[src/rtl/fb_arb_pkg.sv]
// Shared definitions for the frame-buffer write arbiter: default widths,
// write-source encoding and the write-request payload.
package fb_arb_pkg;

  localparam int unsigned FB_ADDR_WIDTH = 17;
  localparam int unsigned FB_DATA_WIDTH = 12;

  typedef enum logic [1:0] {
    SRC_NONE = 2'd0,
    SRC_CAM  = 2'd1,
    SRC_SKID = 2'd2,
    SRC_CMD  = 2'd3
  } src_e;

  typedef struct packed {
    logic [FB_ADDR_WIDTH-1:0] addr;
    logic [FB_DATA_WIDTH-1:0] data;
  } wr_req_t;

endpackage

[src/rtl/fb_wr_arbiter_cmd_wr_fifo.sv]
// Small synchronous FIFO buffering command writes until the arbiter grants
// them a frame-buffer slot. Simultaneous push and pop is legal when full.
module cmd_wr_fifo #(
  parameter int unsigned WIDTH = 29,
  parameter int unsigned DEPTH = 4
) (
  input  logic                     clk,
  input  logic                     i_rst_n,
  input  logic                     i_push,
  input  logic [WIDTH-1:0]         i_data,
  input  logic                     i_pop,
  output logic [WIDTH-1:0]         o_head_c,
  output logic                     o_full_c,
  output logic                     o_empty_c,
  output logic [$clog2(DEPTH):0]   o_count
);

  localparam int unsigned PTR_W = $clog2(DEPTH);
  localparam int unsigned CNT_W = PTR_W + 1;

  logic [WIDTH-1:0] r_mem [DEPTH];
  logic [PTR_W-1:0] r_wr_ptr;
  logic [PTR_W-1:0] r_rd_ptr;
  logic [CNT_W-1:0] r_count;

  logic w_do_pop;
  logic w_do_push;

  assign o_empty_c = (r_count == CNT_W'(0));
  assign o_full_c  = (r_count == CNT_W'(DEPTH));
  assign o_head_c  = r_mem[r_rd_ptr];
  assign o_count   = r_count;

  // Pop frees a slot in the same cycle, so a push into a full FIFO that is
  // also being popped is accepted.
  assign w_do_pop  = i_pop && !o_empty_c;
  assign w_do_push = i_push && (!o_full_c || w_do_pop);

  always_ff @(posedge clk) begin
    if (w_do_push) begin
      r_mem[r_wr_ptr] <= i_data;
    end
  end

  always_ff @(posedge clk or negedge i_rst_n) begin
    if (!i_rst_n) begin
      r_wr_ptr <= '0;
      r_rd_ptr <= '0;
      r_count  <= '0;
    end else begin
      if (w_do_push) begin
        r_wr_ptr <= r_wr_ptr + PTR_W'(1);
      end
      if (w_do_pop) begin
        r_rd_ptr <= r_rd_ptr + PTR_W'(1);
      end
      case ({w_do_push, w_do_pop})
        2'b10:   r_count <= r_count + CNT_W'(1);
        2'b01:   r_count <= r_count - CNT_W'(1);
        default: r_count <= r_count;
      endcase
    end
  end

endmodule

[src/rtl/fb_wr_arbiter.sv]
// Frame-buffer port-A write arbiter: camera has priority, command writes are
// queued and guaranteed a slot by a starvation guard with a camera skid entry.
module fb_wr_arbiter
  import fb_arb_pkg::*;
#(
  parameter int unsigned ADDR_WIDTH = FB_ADDR_WIDTH,
  parameter int unsigned DATA_WIDTH = FB_DATA_WIDTH,
  parameter int unsigned CMD_DEPTH  = 4,
  parameter int unsigned MAX_WAIT   = 8
) (
  input  logic                           clk,
  input  logic                           i_rst_n,
  input  logic                           i_cam_we,
  input  logic [ADDR_WIDTH-1:0]          i_cam_addr,
  input  logic [DATA_WIDTH-1:0]          i_cam_data,
  input  logic                           i_cmd_we,
  input  logic [ADDR_WIDTH-1:0]          i_cmd_addr,
  input  logic [DATA_WIDTH-1:0]          i_cmd_data,
  input  logic                           i_clr_status,
  output logic                           o_mem_we,
  output logic [ADDR_WIDTH-1:0]          o_mem_addr,
  output logic [DATA_WIDTH-1:0]          o_mem_data,
  output logic [1:0]                     o_mem_src,
  output logic [$clog2(CMD_DEPTH):0]     o_cmd_count,
  output logic                           o_cmd_overflow
);

  localparam int unsigned CNT_W  = $clog2(CMD_DEPTH) + 1;
  localparam int unsigned REQ_W  = ADDR_WIDTH + DATA_WIDTH;
  localparam int unsigned WAIT_W = 8;
  localparam logic [WAIT_W-1:0] MAX_WAIT_V = WAIT_W'(MAX_WAIT);

  // Registered arbiter state
  logic              r_skid_v;
  logic [REQ_W-1:0]  r_skid;
  logic [WAIT_W-1:0] r_wait_cnt;
  logic              r_overflow;
  logic              r_we;
  logic [REQ_W-1:0]  r_req;
  logic [1:0]        r_src;

  // Next-state / grant decode
  logic              w_skid_v_nxt;
  logic [REQ_W-1:0]  w_skid_nxt;
  logic [WAIT_W-1:0] w_wait_nxt;
  logic              w_overflow_nxt;
  logic              w_we_nxt;
  logic [REQ_W-1:0]  w_req_nxt;
  logic [1:0]        w_src_nxt;
  logic              w_pop;
  logic              w_push;
  logic              w_drop;
  logic [REQ_W-1:0]  w_cam_req;
  logic [REQ_W-1:0]  w_cmd_req;

  // FIFO interface
  logic [REQ_W-1:0]  w_fifo_head;
  logic              w_fifo_full;
  logic              w_fifo_empty;
  logic [CNT_W-1:0]  w_fifo_count;

  assign w_cam_req = {i_cam_addr, i_cam_data};
  assign w_cmd_req = {i_cmd_addr, i_cmd_data};

  cmd_wr_fifo #(
    .WIDTH (REQ_W),
    .DEPTH (CMD_DEPTH)
  ) u_cmd_fifo (
    .clk       (clk),
    .i_rst_n   (i_rst_n),
    .i_push    (w_push),
    .i_data    (w_cmd_req),
    .i_pop     (w_pop),
    .o_head_c  (w_fifo_head),
    .o_full_c  (w_fifo_full),
    .o_empty_c (w_fifo_empty),
    .o_count   (w_fifo_count)
  );

  // Grant in priority order: skid, forced command, camera, command.
  always_comb begin
    w_we_nxt     = 1'b0;
    w_req_nxt    = '0;
    w_src_nxt    = SRC_NONE;
    w_pop        = 1'b0;
    w_skid_v_nxt = r_skid_v;
    w_skid_nxt   = r_skid;

    if (r_skid_v) begin
      w_we_nxt     = 1'b1;
      w_req_nxt    = r_skid;
      w_src_nxt    = SRC_SKID;
      w_skid_v_nxt = i_cam_we;
      w_skid_nxt   = w_cam_req;
    end else if (!w_fifo_empty && (r_wait_cnt == MAX_WAIT_V)) begin
      w_we_nxt  = 1'b1;
      w_req_nxt = w_fifo_head;
      w_src_nxt = SRC_CMD;
      w_pop     = 1'b1;
      if (i_cam_we) begin
        w_skid_v_nxt = 1'b1;
        w_skid_nxt   = w_cam_req;
      end
    end else if (i_cam_we) begin
      w_we_nxt  = 1'b1;
      w_req_nxt = w_cam_req;
      w_src_nxt = SRC_CAM;
    end else if (!w_fifo_empty) begin
      w_we_nxt  = 1'b1;
      w_req_nxt = w_fifo_head;
      w_src_nxt = SRC_CMD;
      w_pop     = 1'b1;
    end
  end

  // Starvation counter: tracks how long the FIFO head has been waiting.
  always_comb begin
    w_wait_nxt = r_wait_cnt;
    if (w_pop || w_fifo_empty) begin
      w_wait_nxt = '0;
    end else if (r_wait_cnt != MAX_WAIT_V) begin
      w_wait_nxt = r_wait_cnt + WAIT_W'(1);
    end
  end

  // A drop wins over a same-cycle status clear.
  always_comb begin
    w_push         = i_cmd_we && (!w_fifo_full || w_pop);
    w_drop         = i_cmd_we && !w_push;
    w_overflow_nxt = r_overflow;
    if (w_drop) begin
      w_overflow_nxt = 1'b1;
    end else if (i_clr_status) begin
      w_overflow_nxt = 1'b0;
    end
  end

  always_ff @(posedge clk or negedge i_rst_n) begin
    if (!i_rst_n) begin
      r_skid_v   <= 1'b0;
      r_skid     <= '0;
      r_wait_cnt <= '0;
      r_overflow <= 1'b0;
      r_we       <= 1'b0;
      r_req      <= '0;
      r_src      <= SRC_NONE;
    end else begin
      r_skid_v   <= w_skid_v_nxt;
      r_skid     <= w_skid_nxt;
      r_wait_cnt <= w_wait_nxt;
      r_overflow <= w_overflow_nxt;
      r_we       <= w_we_nxt;
      r_req      <= w_req_nxt;
      r_src      <= w_src_nxt;
    end
  end

  assign o_mem_we       = r_we;
  assign o_mem_addr     = r_req[REQ_W-1:DATA_WIDTH];
  assign o_mem_data     = r_req[DATA_WIDTH-1:0];
  assign o_mem_src      = r_src;
  assign o_cmd_count    = w_fifo_count;
  assign o_cmd_overflow = r_overflow;

endmodule

[config.mk]
export PLATFORM = sky130hd
export DESIGN_NAME = fb_wr_arbiter
export DESIGN_NICKNAME = d
export VERILOG_FILES = /design/src/rtl/fb_arb_pkg.sv /design/src/rtl/fb_wr_arbiter_cmd_wr_fifo.sv /design/src/rtl/fb_wr_arbiter.sv
export SDC_FILE = /design/constraint.sdc
export NUM_CORES = 1
export LEC_CHECK = 0
export CORE_MARGIN = 4
export CORE_UTILIZATION = 49
export DETAILED_ROUTE_END_ITERATION = 10
export GPL_TIMING_DRIVEN = 0
export PLACE_DENSITY = 0.76
export RECOVER_POWER = 25
export SLEW_MARGIN = 20
export SYNTH_ARGS = -nofsm -noshare
export SYNTH_HDL_FRONTEND = slang
export SYNTH_HIERARCHICAL = 1
export SYNTH_SLANG_ARGS = --single-unit
[constraint.sdc]
create_clock -name clk -period 2.91 [get_ports clk]
set_clock_uncertainty 0.15 [all_clocks]
set_input_delay 0.291 -clock clk [delete_from_list [all_inputs] [get_ports clk]]
set_output_delay 0.291 -clock clk [all_outputs]
set_load 0.01 [all_outputs]
# Word level (Yosys, flattened, before mapping)
# Memories as Yosys holds them, arrays and structs flattened.
# Index checks and enable logic that the tools add are counted.
[totals]
mem_bits_rw = 116
ff_bits = 78
elab_cells = 67
in_bits = 63
output_inout_bits = 36
mem_count = 1
[op_classes]
n_mux = 28
reduce_logical = 18
addsub = 5
eq_ne = 5
[memory_table]
columns = ["memory", "depth", "word_bits", "rd", "rd_clocked_by_memory_dff", "wr", "line", "rtl"]
rows = [
  ["u_cmd_fifo.r_mem", 4, 29, 1, 0, 1, "fb_wr_arbiter_cmd_wr_fifo.sv:21", "logic [WIDTH-1:0] r_mem [DEPTH];"],
]
[op_table]
columns = ["op", "count"]
rows = [
  ["$mux 29", 7],
  ["$mux 8", 2],
  ["$mux 1", 14],
  ["$reduce_bool 2->1", 5],
  ["$add 8x1->8 const B", 1],
  ["$eq 8x4->1 const B", 1],
  ["$mux 2", 4],
  ["$ne 8x4->1 const B", 1],
  ["$pmux 3 s2", 1],
  ["$logic_and 1x1->1", 5],
  ["$add 2x1->2 const B", 2],
  ["$add 3x1->3 const B", 1],
  ["$eq 3x3->1 const B", 1],
  ["$logic_not 1->1", 3],
  ["$logic_not 3->1", 1],
  ["$logic_or 1x1->1", 3],
  ["$sub 3x1->3 const B", 1],
  ["$eq 2x1->1 const B", 1],
  ["$eq 2x2->1 const B", 1],
  ["$reduce_and 2->1", 1],
]

# Logic depth before layout (Yosys ltp)
[logic_depth]
depth_word = 10
ltp_mapped = 14
ltp_nobuf = 14

# Modules after synthesis
# The synthesis kept the hierarchy.
[modules_own_cells]
columns = ["mod", "area_each_um2", "instances", "cells_per_inst", "seq_area_each_um2"]
rows = [
  ["cmd_wr_fifo", 4600.7, 1, 189, 3658.5],
  ["fb_wr_arbiter", 2959.1, 1, 222, 1776.7],
]

# Least setup slack after synthesis
# OpenSTA, ideal clock, no wires.
[synth_timing]
path_kind = "reg2reg"
startpoint = "register u_cmd_fifo.r_count[0], in the netlist u_cmd_fifo/o_count[0]"
endpoint = "register u_cmd_fifo.r_count[2], in the netlist u_cmd_fifo/o_count[2]"
stages_incl_launch_ff = 13
arrival_ns = 2.782
path_buffers = 1
t_required_ns = 2.681
setup_slack_ns = -0.102
synth_period_minus_slack_ns = 3.012
setup_ns = 0.079
path_cell_list = "dfrtp_1 nor3_1 or4b_1 a2bb2oi_1 nor2_1 buf_2 o31a_2 ha_1 inv_1 fa_1 xor2_1 nor2_1 xor2_1"
[synth_between]
elab_chain_cells = 10
word_cells_on_any_way = 20
classes_between = "add/sub (2); eq/ne (3); mux (5); reduce/logical (10)"
[synth_lines]
columns = ["item", "line", "rtl"]
rows = [
  ["start: declaration", "fb_wr_arbiter_cmd_wr_fifo.sv:24", "logic [CNT_W-1:0] r_count;"],
  ["start signal: assignment", "fb_wr_arbiter_cmd_wr_fifo.sv:58", "2'b10: r_count <= r_count + CNT_W'(1);"],
  ["start signal: assignment", "fb_wr_arbiter_cmd_wr_fifo.sv:59", "2'b01: r_count <= r_count - CNT_W'(1);"],
  ["start signal: assignment", "fb_wr_arbiter_cmd_wr_fifo.sv:60", "default: r_count <= r_count;"],
  ["$logic_not 3->1 *", "fb_wr_arbiter_cmd_wr_fifo.sv:29", "assign o_empty_c = (r_count == CNT_W'(0));"],
  ["via w_fifo_empty", "fb_wr_arbiter.sv:59", "logic w_fifo_empty;"],
  ["$mux 1 / $logic_not 1->1 (equally long branches)", "fb_wr_arbiter.sv:108, fb_wr_arbiter.sv:95", ""],
  ["$mux 1 / $logic_and 1x1->1 (equally long branches)", "fb_wr_arbiter.sv:104, fb_wr_arbiter.sv:95", ""],
  ["$mux 1 *", "fb_wr_arbiter.sv:95", "end else if (!w_fifo_empty && (r_wait_cnt == MAX_WAIT_V)) begin"],
  ["$mux 1 *", "fb_wr_arbiter.sv:89", "if (r_skid_v) begin"],
  ["via w_pop", "fb_wr_arbiter.sv:50", "logic w_pop;"],
  ["$logic_and 1x1->1 *", "fb_wr_arbiter_cmd_wr_fifo.sv:36", "assign w_do_pop = i_pop && !o_empty_c;"],
  ["via u_cmd_fifo.w_do_pop", "fb_wr_arbiter_cmd_wr_fifo.sv:26", "logic w_do_pop;"],
  ["$logic_or 1x1->1", "fb_wr_arbiter_cmd_wr_fifo.sv:37", "assign w_do_push = i_push && (!o_full_c || w_do_pop);"],
  ["$logic_and 1x1->1", "fb_wr_arbiter_cmd_wr_fifo.sv:37", ""],
  ["$eq 2x1->1 / $eq 2x2->1 (equally long branches)", "fb_wr_arbiter_cmd_wr_fifo.sv:57", "case ({w_do_push, w_do_pop})"],
  ["$pmux 3 s2 / $reduce_bool 2->1 (equally long branches)", "n/a", ""],
]
# The timed path passes the listed nets; every way through them passes the cells marked *.
# A chain may end at the register's enable or synchronous reset.

# Final worst setup path
[layout_timing]
startpoint = "register r_wait_cnt[1]"
endpoint = "register u_cmd_fifo.r_count[2], in the netlist u_cmd_fifo/o_count[2]"
[layout_between]
elab_chain_cells = 9
word_cells_on_any_way = 13
classes_between = "eq/ne (3); mux (3); reduce/logical (7)"
[layout_lines]
columns = ["item", "line", "rtl"]
rows = [
  ["start: declaration", "fb_wr_arbiter.sv:36", "logic [WAIT_W-1:0] r_wait_cnt;"],
  ["start signal: assignment", "fb_wr_arbiter.sv:150", "r_wait_cnt <= w_wait_nxt;"],
  ["$eq 8x4->1 *", "fb_wr_arbiter.sv:95", ""],
  ["$logic_and 1x1->1 *", "fb_wr_arbiter.sv:95", ""],
  ["$mux 1 *", "fb_wr_arbiter.sv:95", ""],
  ["$mux 1 *", "fb_wr_arbiter.sv:89", ""],
  ["via w_pop", "fb_wr_arbiter.sv:50", ""],
  ["$logic_and 1x1->1 *", "fb_wr_arbiter_cmd_wr_fifo.sv:36", ""],
  ["via u_cmd_fifo.w_do_pop", "fb_wr_arbiter_cmd_wr_fifo.sv:26", ""],
  ["$logic_or 1x1->1", "fb_wr_arbiter_cmd_wr_fifo.sv:37", ""],
  ["$logic_and 1x1->1", "fb_wr_arbiter_cmd_wr_fifo.sv:37", ""],
  ["$eq 2x1->1 / $eq 2x2->1 (equally long branches)", "fb_wr_arbiter_cmd_wr_fifo.sv:57", ""],
  ["$pmux 3 s2 / $reduce_bool 2->1 (equally long branches)", "n/a", ""],
]
# Marked as above.

==> results.cfg <==
[logic_synthesis]
synth_edf_count = 116
synth_cells = 411
syn_nets = 482
ys.flop_type = edfxtp_1
syn_area_per_cell_sq_um = 18.4
ys_warn_count = 6
async_flop_share = 0.402
ys_types = 39
netlist.area_leader.share = 0.461
seq_area_frac_synth = 0.719
synth.cell_area_sq_um = 7560
yosys.area.top_type = edfxtp_1
synthTopCellsByArea = edfxtp_1, dfrtp_1, mux4_2, mux2_2, a221o_1
ys_ff_latch = 194

[power]
switching_share = 0.269
ir_drop_mv = 0.519
pwr-share-clk = 0.278
seq_power_share = 0.437
power_density_nw_per_um2 = 924
p_comb_frac = 0.286
p_sw_mw = 2.41
p_int_mw = 6.55
p_leak_nw = 3.67

[placement]
place_congestion = 0.732
place_area_sq_um = 8820
dp.cells = 698
port_buffers = 98
place_hpwl_mm = 9.75

[global_routing]
grt_pass1_wl_mm = 25.1
grt_max_degree = 55
track_usage = 0.189
grt_pass1_vias = 4537
antenna_found_initial = 1
grt-ovfl-total = 0

[layout]
n_antenna_cell = 0
stdcell_count = 749
fillers = 1019
final_nets = 619
final_area_sq_um = 9700
drive_above_1_share = 0.255
area_delta_synth_final_pct = 28.3

[sta]
final.setup.tns_ns = -0.0199
timing.fmax_ghz = 0.341
finalHoldViolCount = 0
setup_viol = 1
fin_crit_sh = 1.01
tightest_slew_ns = 0.878
rsz0062_at_grt = yes
timing.final.ws_setup_ns = -0.0199
slew_headroom = 0.411
drv_slew = 0
timing.hold.ws_ns = 0.169
finalCriticalPeriod_ns = 2.93

[cts]
clock-sinks = 194
clk_latency_ns = 0.43
clk_path_buf_depth = 2
h-tree-depth = 4
cts_made_buffers = 17
cts_root_buf = clkbuf_16
cts_tree = done
clkTransAtPathRegs_ns = 0.07

[worst_setup_path]
start_kind = register
crit_arrival_ns = 3.13
cp_max_fo = 4
end_kind = register
critPathKind = register to register
cp.required_ns = 3.11
ff2ff_path_depth = 13

[floorplan]
fp.dieArea_sq_um = 17500
start_util = 0.499
floorplan.rows = 45
core_area_sq_um = 15100
pin_count = 99
die_height_um = 132
fp.dieW_um = 132

[route]
drc = 0
wl_per_cell_um = 21.8
antenna_left = 0
viasPerCell = 5.64
vias = 4224
drt_pre_antenna_iters = 4
drt_iter0_drc = 339
routed_wl_mm = 16.4

[hold_path]
min_path_type = primary input to asynchronous set/reset pin

[job]
cap_violations = 0

[outcome]
violations = negative setup slack
status = finished, violations left
-- layout make-up --
class	count	area [sq um]	share of cell area
plain buffers	19	93.8	0.00967
clock inverters	7	118	0.0121
clock buffers	25	527	0.0543
flip-flops and latches	194	5440	0.561
repair buffers	114	1130	0.117
inverters	13	48.8	0.00503
well taps	188	235	0.0242
multi-input cells	189	2110	0.217
-- through the flow --
stage | utilization | setup slack (ns) | power [mW]
floorplan | - | 0.00727 | 5.34
global placement | 0.580 | -1.64 | 6.15
detailed placement | 0.582 | -0.572 | 6.29
CTS | 0.637 | -0.0108 | 8.95
global route | 0.640 | -0.166 | 9.37
finish | 0.640 | -0.0199 | 8.96
-- path summary, 6_finish.rpt --
| kind | end | slack (ns) | start |
|---|---|---|---|
| max in group asynchronous | r_skid[2] | 1.85 | i_rst_n |
| max | u_cmd_fifo/o_count[2] | -0.02 | r_wait_cnt[1] |
| max reg2reg | u_cmd_fifo/o_count[2] | -0.02 | r_wait_cnt[1] |
| min reg2reg | r_skid[16] | 0.35 | r_skid[16] |
| min | r_skid[15] | 0.17 | i_rst_n |
| min in group clk | o_cmd_overflow | 0.29 | i_clr_status |
-- what timing repair did --
item	4_1_cts	5_1_grt
hold buffers	1	0
pin swaps	4	9
endpoints found under the hold margin	28	0
setup buffers	13	1
gates resized for setup	20	9
gates cloned	0	4
setup endpoints to repair	121	128
-- power groups by stage --
stage / Clock (mW) / Combinational [mW] / Sequential [mW]
3_5_place_dp: 0 / 2.31 / 3.98
5_1_grt: 2.65 / 2.75 / 3.98
2_1_floorplan: 0 / 1.36 / 3.98
3_3_place_gp: 0 / 2.23 / 3.93
4_1_cts: 2.53 / 2.51 / 3.92
6_report: 2.49 / 2.56 / 3.91
-- synthesized netlist by cell type (2+ instances only) --
cell type and number:
nand2b_1 2, mux2i_1 2, nor2_1 12, xor2_1 6
buf_2 6, nand3_1 3, and2_1 29, inv_1 13
dfrtp_1 78, and2_2 4, a21oi_1 3, mux4_2 29
mux2_2 29, clkbuf_1 11, edfxtp_1 116, xnor2_1 6
ha_1 7, nand2_1 3, nor3_1 3, a221o_1 29
or4b_1 2
-- cells in the final DEF, fill, tap and decap left out, drive strengths merged --
master / count
edfxtp: 116
dfrtp: 78
clkdlybuf4s50: 70
and2: 37
clkbuf: 36
mux2: 30
a221o: 29
mux4: 29
dlygate4sd3: 28
buf: 24
inv: 15
nor2: 13
ha: 7
xor2: 6
xnor2: 6
a21oi: 3
nand3: 3
nand2: 3
bufinv: 3
or4b: 3
nor3: 3
nand2b: 2
mux2i: 2
clkinv: 2
a2bb2oi: 1
nor4b: 1
o21ai: 1
or3: 1
nor2b: 1
a31oi: 1
and3: 1
nand3b: 1
o22ai: 1
or3b: 1
o31a: 1
o21a: 1
fa: 1
-- routing by layer --
layer	wire length, um	GRT usage	up-vias	share of wire
li1	-	-	1866	-
met1	6780	0.247	2217	0.41
met2	8610	0.317	114	0.53
met3	691	0.0485	25	0.042
met4	261	0.0554	2	0.016
met5	13	0	-	0.00079
-- critical path: stages, from the launching register on --
cell and delay [ns]:
dfrtp_1 0.38, inv_1 0.07, ha_2 0.18, or4b_4 0.51, a2bb2oi_4 0.19, nor2_4 0.11, buf_6 0.13, o31a_4 0.17
ha_4 0.14, inv_2 0.04, fa_2 0.33, xor2_1 0.14, nor2_1 0.14, xor2_1 0.16
-- cell families (layout without fill, tap and decap cells) --
| logic type | Yosys count | count (layout) | share of synthesized area |
|---|---|---|---|
| and+or+nand+nor | 66 | 70 | 0.0521 |
| AOI/OAI and AO/OA | 38 | 38 | 0.0492 |
| DFF | 194 | 194 | 0.719 |
| xor gates and xnor gates | 12 | 12 | 0.0139 |
| buffers and inverters | 32 | 178 | 0.0174 |
| muxes | 61 | 61 | 0.134 |
| adders and majority gates | 8 | 8 | 0.0142 |
-- registers in the layout (all words and copies together) (netlist names) --
signal,count
o_mem_we,1
r_skid,29
o_mem_src,2
u_cmd_fifo/r_wr_ptr,2
r_req,29
o_cmd_overflow,1
u_cmd_fifo/o_count,3
r_wait_cnt,8
u_cmd_fifo/r_rd_ptr,2
u_cmd_fifo/r_mem,116
r_skid_v,1
No activity file was read; power rests on OpenSTA's default activity.
